## src/rtl/pkt_dmux_nport.sv

```systemverilog
// rtl/pkt_dmux_nport.sv - N-port packet demux with PTP classification, drop/abort handling and statistics
//
// Classifies each packet on its 2nd word (Ethernet header) and replicates every word to a
// destination bitmap of NUM_PORTS outputs, two cycles after acceptance.
//
// Ports:
//   clk, rst            clock, synchronous active-high reset
//   in_data_wr/in_data  input word strobe and word; [DW-1:DW-2] 01 head, 11 body, 10 tail
//   in_data_valid(_wr)  upstream packet-good flag/strobe (unused, regenerated here)
//   in_ready            ~|out_alf, checked by upstream before a head
//   out_data_wr         per-port word strobe
//   out_data            shared output word
//   out_data_valid(_wr) end-of-packet good flag and per-port strobe
//   out_alf             per-port almost-full
//   device_mac/role     local MAC, [1]=switch role, [0]=master
//   cfg_nonptp_map      destination bitmap for non-PTP traffic
//   rx_pkt_cnt/drop_cnt/err_cnt  saturating statistics
module pkt_dmux_nport #(
    parameter int          NUM_PORTS  = 4,
    parameter int          DW         = 134,
    parameter int          LOCAL_PORT = 0,
    parameter int          FWD_PORT   = 1,
    parameter logic [15:0] PTP_ETYPE  = 16'h88F7,
    parameter int          CNT_W      = 32
) (
    input  logic                 clk,
    input  logic                 rst,
    input  logic                 in_data_wr,
    input  logic [DW-1:0]        in_data,
    input  logic                 in_data_valid,
    input  logic                 in_data_valid_wr,
    output logic                 in_ready,
    output logic [NUM_PORTS-1:0] out_data_wr,
    output logic [DW-1:0]        out_data,
    output logic                 out_data_valid,
    output logic [NUM_PORTS-1:0] out_data_valid_wr,
    input  logic [NUM_PORTS-1:0] out_alf,
    input  logic [47:0]          device_mac,
    input  logic [1:0]           device_role,
    input  logic [NUM_PORTS-1:0] cfg_nonptp_map,
    output logic [CNT_W-1:0]     rx_pkt_cnt,
    output logic [CNT_W-1:0]     drop_cnt,
    output logic [CNT_W-1:0]     err_cnt
);

    localparam logic [1:0]           TAG_HEAD   = 2'b01;
    localparam logic [1:0]           TAG_TAIL   = 2'b10;
    localparam logic [47:0]          BCAST      = 48'hFFFF_FFFF_FFFF;
    localparam logic [NUM_PORTS-1:0] LOCAL_MASK = {{(NUM_PORTS-1){1'b0}}, 1'b1} << LOCAL_PORT;
    localparam logic [NUM_PORTS-1:0] FWD_MASK   = {{(NUM_PORTS-1){1'b0}}, 1'b1} << FWD_PORT;
    localparam logic [CNT_W-1:0]     CNT_ONE    = {{(CNT_W-1){1'b0}}, 1'b1};

    typedef enum logic [1:0] {S_IDLE, S_HDR, S_FWD, S_DROP} state_t;

    state_t                 state;
    logic [NUM_PORTS-1:0]   bitmap;
    logic                   p1_vld;
    logic                   p1_tail;
    logic [DW-1:0]          p1_data;

    logic [1:0]             in_tag;
    logic                   is_head;
    logic                   is_tail;
    logic                   head_ok;
    logic                   hdr_fail;
    logic [NUM_PORTS-1:0]   bm_c;
    logic [NUM_PORTS-1:0]   bm_eff;
    logic [47:0]            w_dst;
    logic [15:0]            w_etype;
    logic [15:0]            w_msg;

    // Upstream packet-good qualification is regenerated locally.
    logic unused_inputs;
    assign unused_inputs = &{1'b0, in_data_valid, in_data_valid_wr};

    assign in_ready = ~|out_alf;
    assign in_tag   = in_data[DW-1:DW-2];
    assign is_head  = in_data_wr && (in_tag == TAG_HEAD);
    assign is_tail  = in_data_wr && (in_tag == TAG_TAIL);
    assign head_ok  = is_head && in_ready;
    assign w_dst    = in_data[127:80];
    assign w_etype  = in_data[31:16];
    assign w_msg    = in_data[15:0];

    // Destination bitmap from the Ethernet-header word currently on the input.
    always_comb begin
        bm_c = '0;
        if (w_etype != PTP_ETYPE) begin
            bm_c = cfg_nonptp_map;
        end else if (device_role[1]) begin
            if ((w_dst == device_mac) && ((w_msg == 16'h0301) || (w_msg == 16'h0401)))
                bm_c = LOCAL_MASK;
            else if (w_dst == BCAST)
                bm_c = device_role[0] ? '0 : (LOCAL_MASK | FWD_MASK);
            else
                bm_c = FWD_MASK;
        end else if ((w_dst == device_mac) || (w_dst == BCAST)) begin
            bm_c = LOCAL_MASK;
        end
    end

    // While the head sits in stage 1 the bitmap register is not yet loaded, so the
    // head is steered by the header word arriving in the same cycle.
    assign bm_eff   = (state == S_HDR) ? bm_c : bitmap;
    assign hdr_fail = (state == S_HDR) && !in_data_wr;

    always_ff @(posedge clk) begin
        if (rst) begin
            state             <= S_IDLE;
            bitmap            <= '0;
            p1_vld            <= 1'b0;
            p1_tail           <= 1'b0;
            p1_data           <= '0;
            out_data_wr       <= '0;
            out_data          <= '0;
            out_data_valid    <= 1'b0;
            out_data_valid_wr <= '0;
            rx_pkt_cnt        <= '0;
            drop_cnt          <= '0;
            err_cnt           <= '0;
        end else begin
            out_data_wr       <= '0;
            out_data_valid_wr <= '0;
            out_data_valid    <= 1'b0;
            p1_vld            <= 1'b0;

            // Output stage: emit the stage-1 word unless it is a head whose header never came.
            if (p1_vld && !hdr_fail) begin
                out_data    <= p1_data;
                out_data_wr <= bm_eff;
                if (p1_tail) begin
                    out_data_valid_wr <= bm_eff;
                    out_data_valid    <= 1'b1;
                end
            end

            // A head cutting into a packet closes the old one as aborted on the next output.
            if (((state == S_FWD) || (state == S_DROP)) && head_ok) begin
                out_data_valid_wr <= bitmap;
                out_data_valid    <= 1'b0;
            end

            case (state)
                S_IDLE: begin
                    if (head_ok) begin
                        p1_vld  <= 1'b1;
                        p1_tail <= 1'b0;
                        p1_data <= in_data;
                        state   <= S_HDR;
                        if (~&rx_pkt_cnt) rx_pkt_cnt <= rx_pkt_cnt + CNT_ONE;
                    end else if (in_data_wr && !is_head) begin
                        if (~&err_cnt) err_cnt <= err_cnt + CNT_ONE;
                    end
                end
                S_HDR: begin
                    if (in_data_wr) begin
                        bitmap <= bm_c;
                        if (bm_c == '0) begin
                            if (~&drop_cnt) drop_cnt <= drop_cnt + CNT_ONE;
                            state <= is_tail ? S_IDLE : S_DROP;
                        end else begin
                            p1_vld  <= 1'b1;
                            p1_tail <= is_tail;
                            p1_data <= in_data;
                            state   <= is_tail ? S_IDLE : S_FWD;
                        end
                    end else begin
                        if (~&err_cnt) err_cnt <= err_cnt + CNT_ONE;
                        state <= S_IDLE;
                    end
                end
                S_FWD, S_DROP: begin
                    if (head_ok) begin
                        p1_vld  <= 1'b1;
                        p1_tail <= 1'b0;
                        p1_data <= in_data;
                        state   <= S_HDR;
                        if (~&rx_pkt_cnt) rx_pkt_cnt <= rx_pkt_cnt + CNT_ONE;
                        if (~&err_cnt) err_cnt <= err_cnt + CNT_ONE;
                    end else if (in_data_wr && !is_head) begin
                        if (state == S_FWD) begin
                            p1_vld  <= 1'b1;
                            p1_tail <= is_tail;
                            p1_data <= in_data;
                        end
                        if (is_tail) state <= S_IDLE;
                    end
                end
                default: state <= S_IDLE;
            endcase
        end
    end

endmodule

```

## config.mk

```make
export PLATFORM = sky130hd
export DESIGN_NAME = pkt_dmux_nport
export DESIGN_NICKNAME = d
export VERILOG_FILES = /design/src/rtl/pkt_dmux_nport.sv
export SDC_FILE = /design/constraint.sdc
export NUM_CORES = 1
export LEC_CHECK = 0
export CAP_MARGIN = 20
export CORE_ASPECT_RATIO = 1.4
export CORE_MARGIN = 8
export CORE_UTILIZATION = 51
export DETAILED_ROUTE_END_ITERATION = 16
export PLACE_DENSITY = 0.85
export RECOVER_POWER = 100
export SLEW_MARGIN = 20
export SYNTH_ARGS = -nofsm -noshare
export SYNTH_HDL_FRONTEND = slang
export SYNTH_SLANG_ARGS = --single-unit
```

## constraint.sdc

```tcl
create_clock -name clk -period 5.5 [get_ports clk]
set_clock_uncertainty 0.1 [all_clocks]
set_input_delay 1.375 -clock clk [delete_from_list [all_inputs] [get_ports clk]]
set_output_delay 1.375 -clock clk [all_outputs]
set_load 0.05 [all_outputs]
```

== Word level (Yosys, flattened, before mapping) ==
Index checks and enable logic that the tools add are counted.
Storage, ports and cells
  bits in registers: 381
  bits in latches: 0
  bits in writable memories: 0
  ROM bits: 0
  input bits: 197
  output and inout port bits: 240
  word-level logic and storage cells: 116
  memories: 0
Cells by class
  $add $sub $neg: 3
  multiply operators: 0
  divide/modulo/power cells: 0
  magnitude comparators: 0
  equality and inequality tests: 20
  shifts and indexed selects: 0
  muxes and demuxes: 47
  bitwise logic cells: 3
  reductions and logical operators: 31
Operator list (count)
  $mux 134: 6
  $pmux 134 s3: 1
  $mux 32: 5
  $add 32x1->32 const B: 3
  $pmux 32 s3: 1
  $reduce_and 32->1: 3
  $eq 48x48->1: 1
  $eq 48x48->1 const B: 1
  $mux 4: 6
  $mux 2: 11
  $eq 16x10->1 const B: 1
  $eq 16x11->1 const B: 1
  $ne 16x16->1 const B: 1
  $mux 1: 14
  $ne 2x2->1 const B: 7
  $ne 3x3->1 const B: 3
  $logic_and 1x1->1: 8
  $reduce_and 4->1: 2
  $eq 2x2->1 const B: 3
  $pmux 1 s3: 2
  $pmux 2 s3: 1
  $reduce_and 3->1: 2
  $reduce_or 3->1: 2
  $reduce_and 5->1: 1
  other kinds (9): 18

== Logic depth before layout (Yosys ltp) ==
Gate-level depths: netlist (run 1).
  depth after elaboration: 10
  depth in mapped cells: 12
  mapped depth without buffers: 9

== Worst setup path before layout (run 1) ==
No wires, ideal clock.
  path type: in2reg
  start: in out_alf[1]
  end: reg rx_pkt_cnt[30]
  setup time: 0.128 ns
  arrival: 4.087 ns
  data required time: 5.272 ns
  slack: 1.185 ns
  stages: 9
  path buffers: 1
  cells stage by stage: nor4_2 and2_1 buf_2 nand3_1 or4_1 nor2_2 nand4_1 xor2_1 nor2_1
Between the ends
  word-level cells in the longest chain between the ends: 4
RTL lines
  start, declared: line 37  | input logic [NUM_PORTS-1:0] out_alf,
  $reduce_or 4->1: line 76  | assign in_ready = ~|out_alf;
  $logic_not 1->1: line 76
  $logic_and 1x1->1: line 80  | assign head_ok = is_head && in_ready;
  $reduce_and 3->1 (no source line)
  end signal, assigned: line 150  | if (~&rx_pkt_cnt) rx_pkt_cnt <= rx_pkt_cnt + CNT_ONE;
  end signal, assigned: line 178  | if (~&rx_pkt_cnt) rx_pkt_cnt <= rx_pkt_cnt + CNT_ONE;
  end, declared: line 41  | output logic [CNT_W-1:0] rx_pkt_cnt,
Every way passes these cells.
A chain may end at the register's enable or synchronous reset.

== Final worst setup path (run 1) ==
  start: in out_alf[1]
  end: out in_ready
Between the ends
  word-level cells in the longest chain between the ends: 2
RTL lines
  $reduce_or 4->1: line 76
  $logic_not 1->1: line 76
  end, declared: line 32  | output logic in_ready,
Every way passes these cells.

==> metrics, run 1 <==
outcome=finished, violations left; violations in the final reports=max-capacitance violations, max-slew violations; Placement Cell Area=0.0197 mm^2; final core area utilization=between 70% and 80%; share of cells above drive strength 1=under 10%; overall routing resource usage=27.1%; Worst R2R Start=state[1]; total instance count after detailed placement=2,604; post-route cell area=between 0.02 and 0.025 mm^2; DRC violations left=0; drt via density=around 5.5; Non-Filler Instances=2,670; setup TNS=0 ns; final critical delay including setup and external delays=5.08 ns; max-cap check violation count=1; sum of net half-perimeters after detailed placement=between 30 and 40 mm; maximum VDD drop=roughly 240 uV; area grow syn2layout=37.8%; count of hold-fix buffers inserted at cts=0; GRT Residual Overflow=0; sort of element at the end of the critical path=primary output; setup repair after global routing missed its margin=no; CTS tree=built; Final setup viols=0; Top cell by count, worst path=sky130_fd_sc_hd__dlygate4sd3_1; fin crit share=92.4%; grt met2 use=about half; critical path cell sequence=dlygate4sd3_1, nor4_1, dlygate4sd3_1; count of clock tree sinks=approximately 380; first-pass GRT wire length=just under 80 mm; average size of a mapped cell=approximately 8 um^2; final number of max-transition violations=between 100 and 150; sort of element at the start of the critical path=primary input; multi-input combinational cell area=0.00693 mm^2; endpoint of the worst setup timing path=in_ready; cell row count=74; Die Height=between 200 and 250 um; Total Wirelength=~50 mm; reg-to-reg critical path endpoint=out_data[84]; number of iterations in the first detailed-routing pass=5; hold violation total from the final report=0; Hold Crit Start=p1_data[12]; Routed Antenna Nets=0; effective utilization at floorplan=between 50% and 60%; detailed router's first-iteration violation count=between 1k and 1.5k; floorplan core area=between 0.02 and 0.03 mm^2; flops & latches, synth=381; number of top-level design ports=~440; highest achievable clock rate=197 MHz; worst hold-check path type=register to register; Synth Cell Area=between 0.015 and 0.02 mm^2; Storage cell area=between 0.007 and 0.008 mm^2; number of port buffers=434; post-synthesis sequential area ratio=50.6%; Max stage delay cell, worst path=sky130_fd_sc_hd__dlygate4sd3_1; WHS=between 0.3 and 0.4 ns; deepest clock path buffer count=3; Pwr per Cell Area=roughly 270 mW/mm^2; vias in the first global route=~15k; worst-path fanout max=3; worst setup path startpoint=out_alf[1]; maximum level of the CTS H-tree=2; final RePlAce weighted congestion=slightly above 0.9; max_slew headroom=-79.5%; type of the worst setup path=primary input to primary output; buffers inserted during post-CTS setup optimization=0; Register-to-Register Setup Slack=~1.8 ns; routed via count=14.8k; cell leakage power=7.79 nW; number of flops mapped to enable cells by yosys=0; GRT Max-Usage Layer=met2; post-cts repair resize count=0; final routed wire length divided by cell count=around 19 um; Synth Net Count=2,090; met1 Resource Use GR=about 28%; Arr. time, crit path=between 3 and 4 ns; count of yosys warnings during synthesis=0; Synth Instances=about 1.9k; transition time of the tightest slew-check pin=~2.7 ns; clock latency at the later pin of the worst-skew pair=0.53 ns; CTS clk-pin slew, worst paths=about 0.06 ns; number of library cell types mapped by synthesis=between 50 and 60; nets@finish=2,462; number of antenna violations at the first check in global routing=6; Async SR Flop Fraction=0%; largest net degree at the start of global routing=138; width of the die=around 160 um; Slowest Stage Delay on Critical Path=0.97 ns; die footprint=around 0.035 mm^2; root buffer cell=sky130_fd_sc_hd__clkbuf_16; required time of the worst setup path=4.03 ns; number of CTS-inserted buffers=36; depth of the most critical reg-to-reg path=6; routing usage on met3=between 7 and 8%; number of filler cells placed in the layout=2,275; Primary FF master, synth=sky130_fd_sc_hd__dfxtp_1
==> logic make-up (layout without fill, tap and decap cells) <==
kind of cell               count (synthesis)  count (layout)  synth area share, %
other                                      0               4                    0
AOI/OAI and AO/OA                        374             374                 13.2
DFF                                      381             381                 50.6
buffers and inverters                    125             521                 3.40
adders and majority gates                  3               3                0.249
muxes                                      6               6                0.415
xor gates and xnor gates                 104             104                 6.05
and+or+nand+nor                          897             897                 26.1
==> per-layer routing <==
layer	up-vias	wire length, um
li1	7068	-
met1	6921	17400
met2	639	25600
met3	173	4150
met4	6	3170
met5	-	41
==> Yosys cell counts (all sizes together), types with 2 or more instances <==
master	count	area (um^2)
and4	12	105
a32o	2	20.0
and3	25	156
o21ai	33	165
or3	28	175
a21o	3	22.5
clkbuf	88	330
and2	11	68.8
buf	26	141
a21oi	316	1590
nor4	18	119
xnor2	15	131
o31ai	3	22.5
inv	11	41.3
a31o	4	35.0
ha	3	37.5
nor3	14	80.1
nand2b	4	25.0
nand3	32	160
nand4	44	290
mux2i	4	40.0
mux2	2	22.5
xor2	89	780
a211oi	3	35.0
nor4b	3	38.8
dfxtp	381	7630
nor2b	9	56.3
nor2	93	352
or2	2	12.5
or4	5	37.5
nand2	595	2240
==> worst min-delay path by stage <==
stage / end / slack (ns) / cells past startpoint
after floorplan: p1_tail / 0.33 / 2
after detailed placement: out_data[114] / 0.34 / 2
final: out_data[12] / 0.34 / 2
after global routing: out_data[123] / 0.36 / 2
after CTS: out_data[86] / 0.35 / 2
after global placement: out_data[131] / 0.34 / 2
==> critical path: cells and delay by family <==
| family | cells | cell delay (ns) |
|---|---|---|
| buffers and inverters | 2 | 1.55 |
| AND/OR/NAND/NOR | 1 | 0.68 |
==> state kept, by name, indices dropped and copies added, names as in the netlist <==
name,flops
p1_tail,1
out_data_valid_wr,4
p1_vld,1
rx_pkt_cnt,32
drop_cnt,32
state,2
bitmap,4
out_data,134
out_data_wr,4
p1_data,134
err_cnt,32
out_data_valid,1
==> layout make-up <==
class | instances | share of cell area (%)
sequential | 381 | 36.7
multi-input combinational | 1384 | 33.4
timing repair buffer | 448 | 21.8
clock buffer | 52 | 5.12
tap | 380 | 2.29
clock inverter | 10 | 0.416
inverter | 11 | 0.199
antenna | 4 | 0.0482
==> power by group <==
part	total (mW)	internal, mW	switching, mW	leakage, nW
Clock	2.44	1.39	1.05	0.573
Sequential	2.77	2.77	0.00645	3.07
Combinational	0.317	0.160	0.157	4.15
==> placed cells by master (no fill, tap or decap), types with 28 or more instances in the layout <==
cell                              Yosys  final
sky130_fd_sc_hd__nand2_1            594    595
sky130_fd_sc_hd__nor2_1              92     93
sky130_fd_sc_hd__xor2_1              89     89
sky130_fd_sc_hd__dfxtp_1            381    381
sky130_fd_sc_hd__nand4_1             43     43
sky130_fd_sc_hd__or3_1               28     28
sky130_fd_sc_hd__o21ai_0             31     32
sky130_fd_sc_hd__clkbuf_16            0     37
sky130_fd_sc_hd__a21oi_1            314    316
sky130_fd_sc_hd__clkdlybuf4s50_1      0    189
sky130_fd_sc_hd__dlygate4sd3_1        0    244
sky130_fd_sc_hd__nand3_1             32     32
==> through the flow <==
step	power (mW)	worst slack, ns
3_5_place_dp	3.15	0.461
2_1_floorplan	2.94	1.19
6_report	5.54	0.415
4_1_cts	5.57	0.797
5_1_grt	5.70	0.391
3_3_place_gp	3.15	0.565
Note: power is estimated with default switching activity, not from simulation.
==> inputs of run 2 (changes only) <==
Settings changed: CORE_ASPECT_RATIO 1.4 to 0.75.
==> run 2 against run 1 <==
Compared with the run above:
- final area grew 0.42%
- maximum frequency up 1.2%
- non-clock buffer count grew 4
- register-to-register slack got worse by 0.36 ns
- hold slack gained 0.0060 ns
- via count is 1.3% higher
- the run still ends with max-capacitance violations, max-slew violations left
- critical path depth stayed put
- die area is essentially flat
- sequential cell count stayed put
- sequential power hardly changed
- largest cell class unchanged
==> metrics, run 2 (synthesis results as in run 1) <==
Regs by FF count=out_data: 134 flops, p1_data: 134 flops; required time of the worst setup path=4.03 ns; GRT Residual Overflow=0; Die Height=about 160 um; overall routing resource usage=between 20% and 30%; GRT Max-Usage Layer=met2; multi-input combinational cell area=0.00693 mm^2; routed via count=roughly 15k; final RePlAce weighted congestion=about 0.92; maximum level of the CTS H-tree=2; number of antenna violations at the first check in global routing=6; transition time of the tightest slew-check pin=around 3.0 ns; part of the total power dissipated in sequential elements=about half; setup TNS=0 ns; Final setup viols=0; Pwr per Cell Area=271 mW/mm^2; share of cells above drive strength 1=3.63%; nets@finish=2,467; Total Wirelength=about 52 mm; count of hold-fix buffers inserted at cts=0; Design Power=about 5.6 mW; number of iterations in the first detailed-routing pass=5; final critical delay including setup and external delays=5.02 ns; outcome=finished, violations left; worst-path fanout max=3; Routed Antenna Nets=0; portion of total power attributed to combinational logic=under 10%; met1 Resource Use GR=33.1%; number of port buffers=roughly 430; grt met2 use=48.0%; switching power summed over all nets=roughly 1.2 mW; die footprint=roughly 0.035 mm^2; final routed wire length divided by cell count=about 20 um; max_slew headroom=-104%; setup repair after global routing missed its margin=no; largest net degree at the start of global routing=between 200 and 250; clock latency at the later pin of the worst-skew pair=about 0.53 ns; effective utilization at floorplan=between 50% and 60%; sort of element at the end of the critical path=primary output; worst hold-check path type=register to register; sum of net half-perimeters after detailed placement=about 37 mm; most common cell after layout, fill and taps aside=sky130_fd_sc_hd__nand2_1; final number of max-transition violations=18; vias in the first global route=14.4k; routing usage on met3=9.37%; deepest clock path buffer count=3; area grow syn2layout=38.4%; drt via density=around 5.6; CTS clk-pin slew, worst paths=~0.060 ns; cell row count=54; root buffer cell=sky130_fd_sc_hd__clkbuf_16; final core area utilization=between 70 and 80%; sort of element at the start of the critical path=primary input; Storage cell area=about 0.0076 mm^2; hold violation total from the final report=0; detailed router's first-iteration violation count=about 1.6k; max-cap check violation count=1; violations in the final reports=max-capacitance violations, max-slew violations; DRC violations left=0; fraction of power spent switching nets=21.6%; internal power consumption=between 4 and 5 mW; number of filler cells placed in the layout=2,170; WHS=roughly 0.35 ns; number of top-level design ports=about 440; buffers inserted during post-CTS setup optimization=0; Arr. time, crit path=about 3.6 ns; post-cts repair resize count=0; most used cells in the layout excluding fill and tap cells=sky130_fd_sc_hd__nand2_1, sky130_fd_sc_hd__dfxtp_1, sky130_fd_sc_hd__a21oi_1, sky130_fd_sc_hd__dlygate4sd3_1, sky130_fd_sc_hd__clkdlybuf4s50_1; type of the worst setup path=primary input to primary output; relative contribution of the clock network to total power=a little under half; floorplan core area=0.0291 mm^2; count of clock tree sinks=381; highest achievable clock rate=199 MHz; cell leakage power=just under 8 nW; maximum VDD drop=roughly 230 uV; CTS tree=built; first-pass GRT wire length=~80 mm; number of CTS-inserted buffers=37; width of the die=214 um; Non-Filler Instances=2,685; fin crit share=91.3%; total instance count after detailed placement=around 2.6k
==> run 2: cell count changes in the layout (fill, tap and decap cells not counted), moves of 2 or more <==
cell and change:
sky130_fd_sc_hd__clkbuf_1 +4, sky130_fd_sc_hd__clkbuf_8 -3, sky130_fd_sc_hd__clkinv_2 -2, sky130_fd_sc_hd__bufinv_16 +3
==> run 2: worst paths after layout <==
| path | slack (ns) | end | startpoint | depth (start not counted) |
|---|---|---|---|---|
| worst max-delay path | 0.48 | in_ready | out_alf[1] | 3 |
| worst min-delay path | 0.35 | out_data[42] | out_data[42] | 2 |
| worst max register to register | 1.47 | out_data[60] | state[1] | 6 |
| worst min register to register | 0.35 | out_data[42] | out_data[42] | 2 |
==> run 2: power by group through the flow <==
| stage | registers [mW] | logic, mW | clock network [mW] |
|---|---|---|---|
| final | 2.77 | 0.313 | 2.56 |
| after global routing | 2.77 | 0.331 | 2.71 |
| after CTS | 2.77 | 0.313 | 2.59 |
| after detailed placement | 2.84 | 0.312 | 0 |
| after global placement | 2.84 | 0.308 | 0 |
| after floorplan | 2.84 | 0.101 | 0 |
==> run 2: final cells by class <==
cell class	instances	share of cell area [%]
clock inverters	11	0.792
inverters	11	0.198
clock buffers	50	4.92
repair buffers	452	21.9
flip-flops and latches	381	36.6
well taps	392	2.35
diodes	4	0.0480
multi-input cells	1384	33.2
==> run 2: critical path, stage by stage <==
cell and delay (ns):
sky130_fd_sc_hd__dlygate4sd3_1 0.53, sky130_fd_sc_hd__nor4_1 0.69, sky130_fd_sc_hd__clkdlybuf4s50_1 0.95
==> run 2: through the flow <==
| step | cell area (um^2) | setup WS (ns) |
|---|---|---|
| 2_1_floorplan | 15100 | 1.19 |
| 5_1_grt | 20800 | 0.381 |
| 3_3_place_gp | 19700 | 0.602 |
| 3_5_place_dp | 19700 | 0.463 |
| 4_1_cts | 20900 | 0.789 |
| 6_report | 20800 | 0.476 |
==> run 2: routing by layer <==
metal / share of wire (%) / wire length (um) / vias up
met5: 0.046 / 24 / -
met4: 2.6 / 1380 / 4
met3: 10 / 5240 / 105
met2: 48 / 25200 / 666
met1: 39 / 20500 / 7162
li1: - / - / 7068
